[src/rtl/fetch_pkg.sv]
// Shared types and constants for the instruction fetch unit and its output stage.
package fetch_pkg;

  localparam int ADDR_W  = 32;
  localparam int INSTR_W = 32;

  localparam logic [ADDR_W-1:0]  PC_STEP            = 32'd4;
  localparam logic [ADDR_W-1:0]  DEFAULT_RESET_PC   = 32'h0000_0000;
  localparam logic [INSTR_W-1:0] DEFAULT_HALT_INSTR = 32'hFFFF_FFFF;

  typedef enum logic [0:0] {
    ST_RUN    = 1'b0,
    ST_HALTED = 1'b1
  } fetch_state_e;

  // Instructions are word aligned; the low two address bits are dropped.
  function automatic logic [ADDR_W-1:0] align_word(input logic [ADDR_W-1:0] addr);
    return {addr[ADDR_W-1:2], 2'b00};
  endfunction

  function automatic logic is_misaligned(input logic [ADDR_W-1:0] addr);
    return addr[1:0] != 2'b00;
  endfunction

endpackage

[src/rtl/fetch_stage_reg.sv]
// Valid/ready output register holding a fetched instruction and the PC it came from.
module fetch_stage_reg
  import fetch_pkg::*;
(
  input  logic               clk,
  input  logic               rst,
  input  logic               i_load,
  input  logic               i_flush,
  input  logic               i_ready,
  input  logic [INSTR_W-1:0] i_instr,
  input  logic [ADDR_W-1:0]  i_pc,
  output logic               o_valid,
  output logic [INSTR_W-1:0] o_instr,
  output logic [ADDR_W-1:0]  o_pc
);

  logic               r_valid;
  logic [INSTR_W-1:0] r_instr;
  logic [ADDR_W-1:0]  r_pc;

  // NOTE: sequential state uses non-blocking assignments so every register
  // samples the pre-edge values, independent of block ordering.
  always_ff @(posedge clk or posedge rst) begin
    if (rst) begin
      r_valid <= 1'b0;
    end else if (i_flush) begin
      r_valid <= 1'b0;
    end else if (i_load) begin
      r_valid <= 1'b1;
    end else if (r_valid && i_ready) begin
      r_valid <= 1'b0;
    end
  end

  // NOTE: the data registers are reset too, because the cleared instruction and
  // PC are visible on the outputs straight after reset.
  always_ff @(posedge clk or posedge rst) begin
    if (rst) begin
      r_instr <= '0;
      r_pc    <= '0;
    end else if (i_load && !i_flush) begin
      r_instr <= i_instr;
      r_pc    <= i_pc;
    end
  end

  assign o_valid = r_valid;
  assign o_instr = r_instr;
  assign o_pc    = r_pc;

endmodule

[src/rtl/instr_fetch_unit.sv]
// Instruction fetch: owns the PC, reads the combinational instruction memory and
// hands words to decode through a valid/ready stage, with redirect and halt support.
module instr_fetch_unit
  import fetch_pkg::*;
#(
  parameter logic [ADDR_W-1:0]  RESET_PC   = DEFAULT_RESET_PC,
  parameter logic [INSTR_W-1:0] HALT_INSTR = DEFAULT_HALT_INSTR
) (
  input  logic               clk,
  input  logic               rst,
  output logic [ADDR_W-1:0]  imem_addr,
  input  logic [INSTR_W-1:0] imem_data,
  input  logic               redirect_valid,
  input  logic [ADDR_W-1:0]  redirect_pc,
  output logic               if_valid,
  input  logic               if_ready,
  output logic [INSTR_W-1:0] if_instr,
  output logic [ADDR_W-1:0]  if_pc,
  output logic               halted,
  output logic               misalign_err,
  output logic [31:0]        fetch_count
);

  fetch_state_e      r_state;
  logic [ADDR_W-1:0] r_pc;
  logic              r_misalign_err;
  logic [31:0]       r_fetch_count;

  logic w_load;
  logic w_accept;
  logic w_is_halt;

  assign w_accept  = if_valid && if_ready;
  assign w_is_halt = (imem_data == HALT_INSTR);

  // A redirect wins over a load: the word at the old PC is on the wrong path.
  assign w_load = (r_state == ST_RUN) && (!if_valid || if_ready) && !redirect_valid;

  always_ff @(posedge clk or posedge rst) begin
    if (rst) begin
      r_pc    <= RESET_PC;
      r_state <= ST_RUN;
    end else if (redirect_valid) begin
      r_pc    <= align_word(redirect_pc);
      r_state <= ST_RUN;
    end else if (w_load) begin
      if (w_is_halt) begin
        r_state <= ST_HALTED;
      end else begin
        r_pc <= r_pc + PC_STEP;
      end
    end
  end

  always_ff @(posedge clk or posedge rst) begin
    if (rst) begin
      r_misalign_err <= 1'b0;
    end else if (redirect_valid && is_misaligned(redirect_pc)) begin
      r_misalign_err <= 1'b1;
    end
  end

  // Counts every handshake, including one that lands in a redirect cycle.
  always_ff @(posedge clk or posedge rst) begin
    if (rst) begin
      r_fetch_count <= '0;
    end else if (w_accept) begin
      r_fetch_count <= r_fetch_count + 32'd1;
    end
  end

  fetch_stage_reg u_stage (
    .clk     (clk),
    .rst     (rst),
    .i_load  (w_load),
    .i_flush (redirect_valid),
    .i_ready (if_ready),
    .i_instr (imem_data),
    .i_pc    (r_pc),
    .o_valid (if_valid),
    .o_instr (if_instr),
    .o_pc    (if_pc)
  );

  assign imem_addr    = r_pc;
  assign halted       = (r_state == ST_HALTED);
  assign misalign_err = r_misalign_err;
  assign fetch_count  = r_fetch_count;

endmodule

[config.mk]
export PLATFORM = sky130hd
export DESIGN_NAME = instr_fetch_unit
export DESIGN_NICKNAME = d
export VERILOG_FILES = /design/src/rtl/fetch_pkg.sv /design/src/rtl/fetch_stage_reg.sv /design/src/rtl/instr_fetch_unit.sv
export SDC_FILE = /design/constraint.sdc
export NUM_CORES = 1
export LEC_CHECK = 0
export ABC_CLOCK_PERIOD_IN_PS = 2900
export BUFFER_PORTS_ARGS = -buffer_cell sky130_fd_sc_hd__buf_4
export CORE_MARGIN = 2
export CORE_UTILIZATION = 53
export CTS_BUF_LIST = sky130_fd_sc_hd__clkbuf_2 sky130_fd_sc_hd__clkbuf_4 sky130_fd_sc_hd__clkbuf_8
export CTS_CLUSTER_DIAMETER = 80
export DETAILED_ROUTE_END_ITERATION = 8
export PLACE_DENSITY = 0.89
export SYNTH_ARGS = -nofsm -noshare
export SYNTH_HDL_FRONTEND = slang
export SYNTH_HIERARCHICAL = 1
export SYNTH_SLANG_ARGS = --single-unit
[constraint.sdc]
create_clock -name clk -period 2.9 [get_ports clk]
set_input_delay 0.58 -clock clk [delete_from_list [all_inputs] [get_ports clk]]
set_output_delay 0.58 -clock clk [all_outputs]
set_load 0.01 [all_outputs]
# After elaboration in Yosys (flattened, before gate mapping)
# Index checks and enable logic that the tools add are counted.
[word_totals]
reg_bits = 131
inputBits = 68
out_inout_bits = 131
elab_cells = 35
[classes]
addsub = 2
eq_ne = 2
muxes = 9
bitwise = 1
n_reduce_logical = 14
[ops]
columns = ["operator", "n"]
rows = [
  ["32-bit 2-to-1 mux", 3],
  ["32-bit by 1-bit adder with 32-bit output, second input constant", 1],
  ["32-bit by 3-bit adder with 32-bit output, second input constant", 1],
  ["32-bit == test, second input constant", 1],
  ["1-bit 2-to-1 mux", 6],
  ["2-bit nonzero test", 3],
  ["1-bit logical AND", 5],
  ["2-bit AND reduction", 2],
  ["3-bit nonzero test", 1],
  ["1-bit zero test", 2],
  ["2-bit != test, second input constant", 1],
  ["1-bit logical OR", 1],
  ["1-bit NOT", 1],
]

# Depth between registers and ports, before layout
# Gate-level depths: netlist of run 1.
[logic_depth]
word_depth = 6
ltp_mapped = 8
ltp_nobuf = 6

# Hierarchy
# Netlist of run 1, hierarchy kept.
[modules_own_cells]
columns = ["mod", "instances", "cells_per_inst", "area_per_inst_um2"]
rows = [
  ["instr_fetch_unit", 1, 375, 3518.4],
  ["fetch_stage_reg", 1, 141, 2745.1],
]

# Worst setup path after synthesis of run 1
# OpenSTA, ideal clock, no wires.
[synth_timing]
path_kind = "input -> register"
start = "in redirect_valid"
end = "reg u_stage.r_instr[0] (netlist: u_stage/o_instr[0])"
setup_time_ns = 0.125
t_arrival_ns = 2.192
t_required_ns = 2.775
path_slack_ns = 0.583
cell_stages = 8
n_path_buf = 5
path_cell_list = "clkbuf_1 clkbuf_1 buf_1 nor2_1 nor2b_4 buf_12 buf_12 mux2_4"
[synth_between]
elab_chain_cells = 3
[synth_lines]
columns = ["item", "line", "source"]
rows = [
  ["from (decl)", "instr_fetch_unit.sv:13", "input logic redirect_valid,"],
  ["1-bit zero test", "instr_fetch_unit.sv:37", "assign w_load = (r_state == ST_RUN) && (!if_valid || if_ready) && !redirect_valid;"],
  ["1-bit logical AND", "instr_fetch_unit.sv:37", ""],
  ["net w_load", "instr_fetch_unit.sv:29", "logic w_load;"],
  ["1-bit logical AND", "fetch_stage_reg.sv:41", "end else if (i_load && !i_flush) begin"],
  ["to (signal assigned)", "fetch_stage_reg.sv:42", "r_instr <= i_instr;"],
  ["to (decl)", "fetch_stage_reg.sv:18", "logic [INSTR_W-1:0] r_instr;"],
]
# The timed path passes the listed nets, and every way through them passes these cells.
# A chain may end at the register's enable or synchronous reset.

# Worst setup path after layout of run 1
[layout_timing]
start = "reg r_pc[2] (netlist: imem_addr[2])"
end = "reg r_pc[22] (netlist: imem_addr[22])"
[layout_between]
elab_chain_cells = 4
[layout_lines]
columns = ["item", "line", "source"]
rows = [
  ["from (decl)", "instr_fetch_unit.sv:25", "logic [ADDR_W-1:0] r_pc;"],
  ["from (signal assigned)", "instr_fetch_unit.sv:44", "r_pc <= align_word(redirect_pc);"],
  ["from (signal assigned)", "instr_fetch_unit.sv:50", "r_pc <= r_pc + PC_STEP;"],
  ["32-bit by 3-bit adder with 32-bit output", "instr_fetch_unit.sv:50", ""],
  ["32-bit 2-to-1 mux", "instr_fetch_unit.sv:47", "if (w_is_halt) begin"],
  ["32-bit 2-to-1 mux", "instr_fetch_unit.sv:46", "end else if (w_load) begin"],
  ["32-bit 2-to-1 mux", "instr_fetch_unit.sv:43", "end else if (redirect_valid) begin"],
]
# No other way between the ends. The select of a mux whose other input is x is not followed.

==> results.md, run 1 <==
* met4 — DR top layer
* 0 — Remaining DRCs
* 0 ns — Sum Neg Setup Slack
* 12700 µm² — die area
* 3850 µW — Internal
* 0 — remaining global-route overflow
* 12000 µm — Final HPWL DP
* 851 — number of instances in the placed design
* 196 — Port Buffers
* 6260 µm² — combined area of all synthesized cells
* 17 — CTS Buf Count
* 635 nW/µm² — Power Density
* sky130_fd_sc_hd__dfrtp_1 — leading area contributor after synthesis
* 350 — violation count after the first detailed-routing iteration
* 0 — number of max-cap violations
* 50 — count of different cell masters after synthesis
* imem_addr[2]$_DFFE_PP0P_ — Setup crit start
* 43.3% — Seq pwr share
* 27200 µm — wire length of the first global-routing pass
* 8420 µm — met2 layer wire length in the routed design
* 113 µm — Horiz. Die Dim
* false — setup repair after global routing missed its margin
* imem_addr[2]$_DFFE_PP0P_ — r2r startpoint
* 129 — number of sinks handled by clock tree synthesis
* 6 — Ys Warns
* imem_addr[22]$_DFFE_PP0P_ — RR Endpoint
* 19.0 µm — detailed-route wire length per cell
* 65 — maximum number of pins on one net before global-route repair
* 100% — share of flip-flops with an asynchronous set or reset after synthesis
* 129 — flops & latches, synth
* flop — crit path launch type
* 0.839 ns — worst slew pin tran
* 27.2% — switching power as a share of total power
* flop to flop — WS Path Type
* sky130_fd_sc_hd__dfrtp_1 — most instantiated flip-flop cell in the synthesis netlist
* 1440 µW — net load switching power
* ha_1, nand2_1, or4_2, a211oi_1, a21oi_1, a311o_1 — worst-path cell chain
* 113 µm — die height
* 27.1% — aggregate global-route resource usage
* 884 — post-layout instance count excluding filler cells
* 0.44 ns — clock latency on the worst-skew pair
* 199 — ports placed on the boundary
* input pin to flop — kind of path behind the tightest hold check
* 0 — initial antenna violation count
* completed — status
* 0.54 ns — worst stage delay on the critical path
* 2.73 ns — arrival time at the worst endpoint
* 0.881 — final RePlAce weighted congestion
* 0.00388 µW — leakage power
* 6 — Critical Path Stages
* 0 — number of max-slew violations in the final report
* 0 — Hold Fails Final Rpt
* 798 — nets
* 51.5% — share of the synthesized area in the top cell type
* compound AO/OA/AOI/OAI gates — cell family with the largest share of critical-path delay
* 7 — number of detailed-route iterations in the first pass
* 33.8% — clock network fraction of design power
* 54.6% — Starting Density
* imem_addr[22]$_DFFE_PP0P_ — Critical Path Sink
* 2.40 ns — final critical delay including setup and external delays
* 1150 µm — met3 wire length
* sky130_fd_sc_hd__dfrtp_1 (52%), sky130_fd_sc_hd__mux2_4 (14%), sky130_fd_sc_hd__xnor2_1 (5.0%), sky130_fd_sc_hd__nand4_1 (3.0%), sky130_fd_sc_hd__nand2_1 (2.6%) — leading cell types by total area after synthesis
* 516 — number of instances in the synthesized netlist
* 2820 µm² — area of combinational cells with multiple inputs
* sky130_fd_sc_hd__clkbuf_8 — clock root buffer master
* 22.9% — part of the total power dissipated in combinational logic
* 0 — Final setup viols
* 43.0% — layout cells sized above 1
* 5161 — number of global-route vias before repair
* 0 — post-CTS repair timing setup buffer count
* 33.0% — synthesis-to-layout area growth
* 6 — maximum fanout count along the critical path
* 0.50 ns — flop-to-flop setup slack
* 5045 — vias
* 799 — number of inserted filler cells in the final layout
* 51.5% — sequential fraction of the synthesis area
* 6 — depth of the most critical reg-to-reg path
* 16800 µm — wire length reported by the detailed router
* 0 — number of synthesized flops with an enable pin
* 39 — standard-cell row count
* 0.00870 ns — final setup skew
* 0 — sum of buffers and inverters on the critical path
* 0.07 ns — clock transition at the registers of the reported paths
* 82.8% — share of the clock period used by the worst path after layout
* 416 MHz — maximum frequency from static timing analysis
* 0 — number of antenna-violating nets in the routed design
* 12.1 µm² — mean area per synthesized cell
* 0 — Antenna Diode Count
* 3.23 ns — Required @ worst endpoint
* 5.71 — Avg Vias per Cell
* sky130_fd_sc_hd__or4_2 — master of the slowest instance on the critical path
* 3230 µm² — register cell area after layout
* built — clock tree from TritonCTS
* flop — crit end category
* 44.1% — max_slew headroom
* 0.325 mV — IR drop worst, VDD
* 6880 µm — Met1 Routed Length
* 2 — buffer depth of the longest clock path
* 11500 µm² — Core Box Area
* 4 — H-tree depth
-- flip-flops by register name, indices dropped and copies added (netlist names) --
signal and cells:
fetch_count 32, misalign_err 1, u_stage/o_pc 32, u_stage/o_valid 1
u_stage/o_instr 32, halted 1, imem_addr 30
-- cells by family (layout without fill, tap and decap cells) --
kind of cell / after synthesis / after routing / synth area share (%)
mux: 71 / 71 / 16.3
fa+ha+maj: 2 / 2 / 0.399
simple gates: 179 / 179 / 15.4
other cells: 1 / 4 / 0.0599
compound gates: 57 / 57 / 6.11
buf+inv: 31 / 253 / 3.82
flops: 129 / 129 / 51.5
xor+xnor: 46 / 46 / 6.43
-- routing by layer --
| layer | vias to the layer above | track usage (%) |
|---|---|---|
| met4 | 0 | 8.70 |
| met2 | 220 | 44.6 |
| li1 | 2296 | - |
| met1 | 2503 | 35.6 |
| met3 | 26 | 6.64 |
| met5 | - | 0 |
-- tightest hold or removal path: stages --
cell	delay [ns]
sky130_fd_sc_hd__buf_4	0.07
sky130_fd_sc_hd__nand2_1	0.04
sky130_fd_sc_hd__o21ai_0	0.06
-- synthesized netlist by cell type (2+ instances only) --
cell type	instances
sky130_fd_sc_hd__dfrtp_1	129
sky130_fd_sc_hd__nand3_1	28
sky130_fd_sc_hd__a221o_1	2
sky130_fd_sc_hd__a211oi_1	7
sky130_fd_sc_hd__mux2i_1	5
sky130_fd_sc_hd__mux2_2	6
sky130_fd_sc_hd__and4_1	5
sky130_fd_sc_hd__nand2b_1	4
sky130_fd_sc_hd__nand4b_1	2
sky130_fd_sc_hd__a22oi_1	5
sky130_fd_sc_hd__ha_1	2
sky130_fd_sc_hd__or3_1	2
sky130_fd_sc_hd__a31oi_1	3
sky130_fd_sc_hd__clkbuf_1	10
sky130_fd_sc_hd__inv_1	9
sky130_fd_sc_hd__mux2_4	60
sky130_fd_sc_hd__nand4_1	30
sky130_fd_sc_hd__nor2_1	20
sky130_fd_sc_hd__and2_1	2
sky130_fd_sc_hd__xnor2_1	36
sky130_fd_sc_hd__and3_1	4
sky130_fd_sc_hd__nor2b_1	7
sky130_fd_sc_hd__nor3_1	10
sky130_fd_sc_hd__buf_4	2
sky130_fd_sc_hd__a21oi_1	5
sky130_fd_sc_hd__or4_1	6
sky130_fd_sc_hd__buf_12	7
sky130_fd_sc_hd__o31ai_1	2
sky130_fd_sc_hd__o21ai_0	21
sky130_fd_sc_hd__nor4_1	6
sky130_fd_sc_hd__a2111oi_0	7
sky130_fd_sc_hd__xor2_1	10
sky130_fd_sc_hd__nand2_1	44
sky130_fd_sc_hd__a21o_1	2
-- how the worst min path moves through the flow --
stage | slack (ns) | end | start | depth (start not counted)
after CTS | 0.33 | imem_addr[10]$_DFFE_PP0P_ | redirect_pc[10] | 3
after floorplan | 0.50 | misalign_err$_DFFE_PP0P_ | misalign_err$_DFFE_PP0P_ | 1
after global routing | 0.34 | imem_addr[6]$_DFFE_PP0P_ | redirect_pc[6] | 3
after detailed placement | 0.47 | fetch_count[31]$_DFFE_PP0P_ | fetch_count[31]$_DFFE_PP0P_ | 1
after global placement | 0.45 | misalign_err$_DFFE_PP0P_ | misalign_err$_DFFE_PP0P_ | 1
final | 0.35 | imem_addr[10]$_DFFE_PP0P_ | redirect_pc[10] | 3
-- final cells by class --
class | instances | share of cell area (%)
tap | 143 | 2.15
inverter | 10 | 0.451
multi-input combinational | 359 | 33.9
clock inverter | 10 | 2.18
timing repair buffer | 211 | 19.2
clock buffer | 22 | 3.41
sequential | 129 | 38.8
-- metrics by stage --
stage	power (µW)	worst slack [ns]	utilization (%)	hold WS (ns)	cell area, µm²
2_1_floorplan	2900	0.583	-	0.504	6270
3_3_place_gp	3470	0.548	68.5	0.452	7850
3_5_place_dp	3530	0.514	68.5	0.470	7850
4_1_cts	5320	0.494	72.6	0.333	8330
5_1_grt	5530	0.307	72.6	0.345	8330
6_report	5290	0.498	72.6	0.351	8330
-- cells in the final DEF, fill, tap and decap left out, drive strengths merged, types with 8 or more instances in the layout --
cell type,n
xor2,10
inv,9
nand4,30
dfrtp,129
nor2,20
nor2b,8
a2111oi,8
nand3,29
clkbuf,22
o21ai,21
buf,210
mux2,66
nor3,10
xnor2,36
nand2,44
-- timing repair --
item	4_1_cts	5_1_grt
hold buffers	1	0
gates resized for setup	0	0
endpoints found under the hold margin	3	0
endpoints found under the setup margin	0	0
-- power by group through the flow --
stage          Combinational [µW]  Clock [µW]  Sequential [µW]
2_1_floorplan                 515           0             2390
3_3_place_gp                 1170           0             2290
3_5_place_dp                 1210           0             2320
4_1_cts                      1220        1810             2290
5_1_grt                      1290        1910             2330
6_report                     1210        1790             2290
(Power assumes the default switching activity.)
==> run 2: changes to the inputs <==
--- a/config.mk
+++ b/config.mk
@@ -5,14 +5,14 @@
 export SDC_FILE = /design/constraint.sdc
 export NUM_CORES = 1
 export LEC_CHECK = 0
-export ABC_CLOCK_PERIOD_IN_PS = 2900
+export ABC_CLOCK_PERIOD_IN_PS = 1970
 export BUFFER_PORTS_ARGS = -buffer_cell sky130_fd_sc_hd__buf_4
 export CORE_MARGIN = 2
-export CORE_UTILIZATION = 53
+export CORE_UTILIZATION = 48
 export CTS_BUF_LIST = sky130_fd_sc_hd__clkbuf_2 sky130_fd_sc_hd__clkbuf_4 sky130_fd_sc_hd__clkbuf_8
 export CTS_CLUSTER_DIAMETER = 80
 export DETAILED_ROUTE_END_ITERATION = 8
-export PLACE_DENSITY = 0.89
+export PLACE_DENSITY = 0.85
 export SYNTH_ARGS = -nofsm -noshare
 export SYNTH_HDL_FRONTEND = slang
 export SYNTH_HIERARCHICAL = 1
==> constraint.sdc (replaced) <==
create_clock -name clk -period 1.97 [get_ports clk]
set_input_delay 0.394 -clock clk [delete_from_list [all_inputs] [get_ports clk]]
set_output_delay 0.394 -clock clk [all_outputs]
set_load 0.01 [all_outputs]
==> results.md, run 2 (synthesized netlist as in run 1, its figures left out) <==
* complete, but fails checks — status
* negative setup slack — violated checks
* true — setup repair after global routing missed its margin
* 199 — ports placed on the boundary, unchanged
* 4 — H-tree depth, unchanged
* 12700 µm² — Core Box Area, +10%
* flop to flop — WS Path Type
* 45.8% — synthesis-to-layout area growth
* 1 — Final setup viols, +1
* 295 — violation count after the first detailed-routing iteration, -16%
* 118 µm — die height, +4.9%
* imem_addr[29]$_DFFE_PP0P_ — RR Endpoint
* 0.55 ns — worst stage delay on the critical path, about the same
* 102% — share of the clock period used by the worst path after layout, +19 points
* -0.04 ns — flop-to-flop setup slack, -0.53 ns
* 870 — nets, +9.0%
* 499 MHz — maximum frequency from static timing analysis, +20%
* 28300 µm — wire length of the first global-routing pass, +4.1%
* sky130_fd_sc_hd__or4_4 — most prevalent standard cell on the critical path
* -0.0352 ns — setup ws final, -0.533 ns
* -0.0970 ns — pre-CTS setup slack, -0.611 ns
* 0 — number of max-slew violations in the final report, unchanged
* 2 — buffer depth of the longest clock path, unchanged
* 0.00427 µW — leakage power, +10%
* 49.4% — Starting Density, -5.2 points
* imem_addr[10]$_DFFE_PP0P_ — r2r startpoint
* 118 µm — Horiz. Die Dim, +4.9%
* 52.0% — layout cells sized above 1, +8.9 points
* 0 — initial antenna violation count, unchanged
* 5388 — vias, +6.8%
* 827 nW/µm² — Power Density, +30%
* 0.555 ns — worst slew pin tran, -0.284 ns
* 32.6% — grt met1 use, -3.0 points
* 2.01 ns — final critical delay including setup and external delays, -0.397 ns
* 45 — maximum number of pins on one net before global-route repair, -31%
* sky130_fd_sc_hd__buf_4 — most common library cell in the layout ignoring fill and taps
* 14000 µm² — die area, +10%
* sky130_fd_sc_hd__clkbuf_8 — clock root buffer master
* 12800 µm — Final HPWL DP, +6.4%
* built — clock tree from TritonCTS
* 0 — number of antenna-violating nets in the routed design, unchanged
* 41 — standard-cell row count, +5.1%
* 62.9% — max_slew headroom, +19 points
* input pin to async pin — kind of path behind the tightest hold check
* nand3_4, or4_4, or2_4, or4_4, a31oi_1 — worst-path cell chain
* 18.2 µm — detailed-route wire length per cell, -4.3%
* 5 — number of detailed-route iterations in the first pass, -2
* 0 — Remaining DRCs, unchanged
* 0.900 — final RePlAce weighted congestion, +2.2%
* 25.6% — aggregate global-route resource usage, -1.5 points
* 196 — Port Buffers, unchanged
* 2.33 ns — Required @ worst endpoint, -0.90 ns
* 0 — Hold Fails Final Rpt, unchanged
* 0 — Antenna Diode Count, unchanged
* 0 — CTS Hold Buffers Added, -1
* sky130_fd_sc_hd__or4_4 — master of the slowest instance on the critical path
* 17 — CTS Buf Count, unchanged
* flop — crit path launch type
* sky130_fd_sc_hd__buf_4 (269), sky130_fd_sc_hd__dfrtp_1 (122), sky130_fd_sc_hd__mux2_4 (60) — most frequent cells in the layout
* 5.69% — met3 Track Usage GR, -0.95 points
* 5.48 — Avg Vias per Cell, -4.1%
* 0.0118 ns — final setup skew, +0.00312 ns
* 17900 µm — wire length reported by the detailed router, +6.5%
* 5478 — number of global-route vias before repair, +6.1%
* 5 — depth of the most critical reg-to-reg path, -1
* 0 — remaining global-route overflow, unchanged
* 0 — number of max-cap violations, unchanged
* 0.617 mV — IR drop worst, VDD, +90%
* 5 — maximum fanout count along the critical path, -1
* 2.36 ns — arrival time at the worst endpoint, -0.37 ns
* 0.08 ns — clock transition at the registers of the reported paths, about the same
* flop — crit end category
* 129 — number of sinks handled by clock tree synthesis, unchanged
* 0.45 ns — clock latency on the worst-skew pair, about the same
* met2 — most used routing layer in global routing
* 41.9% — GR Layer Usage met2, -2.7 points
* 72.1% — Core Util, Final, -0.54 points
-- run 2: cell count changes in the layout (fill, tap and decap cells not counted), moves of 4 or more --
cell,previous run,this run
sky130_fd_sc_hd__a2111oi_0,7,1
sky130_fd_sc_hd__a2111oi_2,1,5
sky130_fd_sc_hd__buf_12,1,8
sky130_fd_sc_hd__buf_4,209,269
sky130_fd_sc_hd__bufinv_16,5,1
sky130_fd_sc_hd__dfrtp_1,129,122
sky130_fd_sc_hd__dfrtp_2,0,7
sky130_fd_sc_hd__or4_1,6,2
sky130_fd_sc_hd__or4_4,0,5
-- run 2: worst max-delay path by stage --
stage                                            to                 startpoint
after floorplan           imem_addr[22]$_DFFE_PP0P_   imem_addr[2]$_DFFE_PP0P_
after global placement    imem_addr[27]$_DFFE_PP0P_              imem_data[10]
after detailed placement  imem_addr[12]$_DFFE_PP0P_                   if_ready
after CTS                 imem_addr[29]$_DFFE_PP0P_  imem_addr[10]$_DFFE_PP0P_
after global routing      imem_addr[29]$_DFFE_PP0P_  imem_addr[12]$_DFFE_PP0P_
final                     imem_addr[29]$_DFFE_PP0P_  imem_addr[10]$_DFFE_PP0P_
-- run 2: final cells by class --
cell class,count,area [µm²]
fill,879,3540
timing repair buffer,283,2290
inverter,10,45.0
sequential,129,3240
clock buffer,24,299
clock inverter,7,60.1
multi-input combinational,359,2980
tap,172,215
-- run 2: metrics by stage --
stage          hold slack [ns]  instance area, µm²  TNS (ns)  power (µW)  std cells
2_1_floorplan            0.457                6330   -0.0864        4280        519
3_3_place_gp             0.457                8480     -1.05        5350        940
3_5_place_dp             0.464                8480     -1.71        5430        940
4_1_cts                 0.0136                8870    -0.102        7540        972
5_1_grt                 0.0169                9140    -0.368        7920        984
6_report                0.0176                9140   -0.0352        7560        984
-- run 2: where the power goes --
part / internal [µW] / total, µW / switching [µW]
clock: 1110 / 2090 / 981
combinational: 1270 / 2170 / 899
sequential: 3030 / 3300 / 272
total: 5410 / 7560 / 2150
-- run 2: critical path, delay by kind of cell, from the launching register on --
kind            cells  cell delay [ns]
simple gates        4             1.32
flops               1             0.41
compound gates      1             0.19
-- run 2: timing repair --
action                                  4_1_cts  5_1_grt
resized for setup                             8       33
pin swaps                                     0       10
gates cloned                                  0        2
buffers inserted                              1       10
endpoints found under the setup margin       12       84
-- run 2: metal layers --
layer  wire [µm]  vias up
met5           0        -
met4         420        0
met3         996       34
met2        8960      216
met1        7490     2688
li1            -     2450
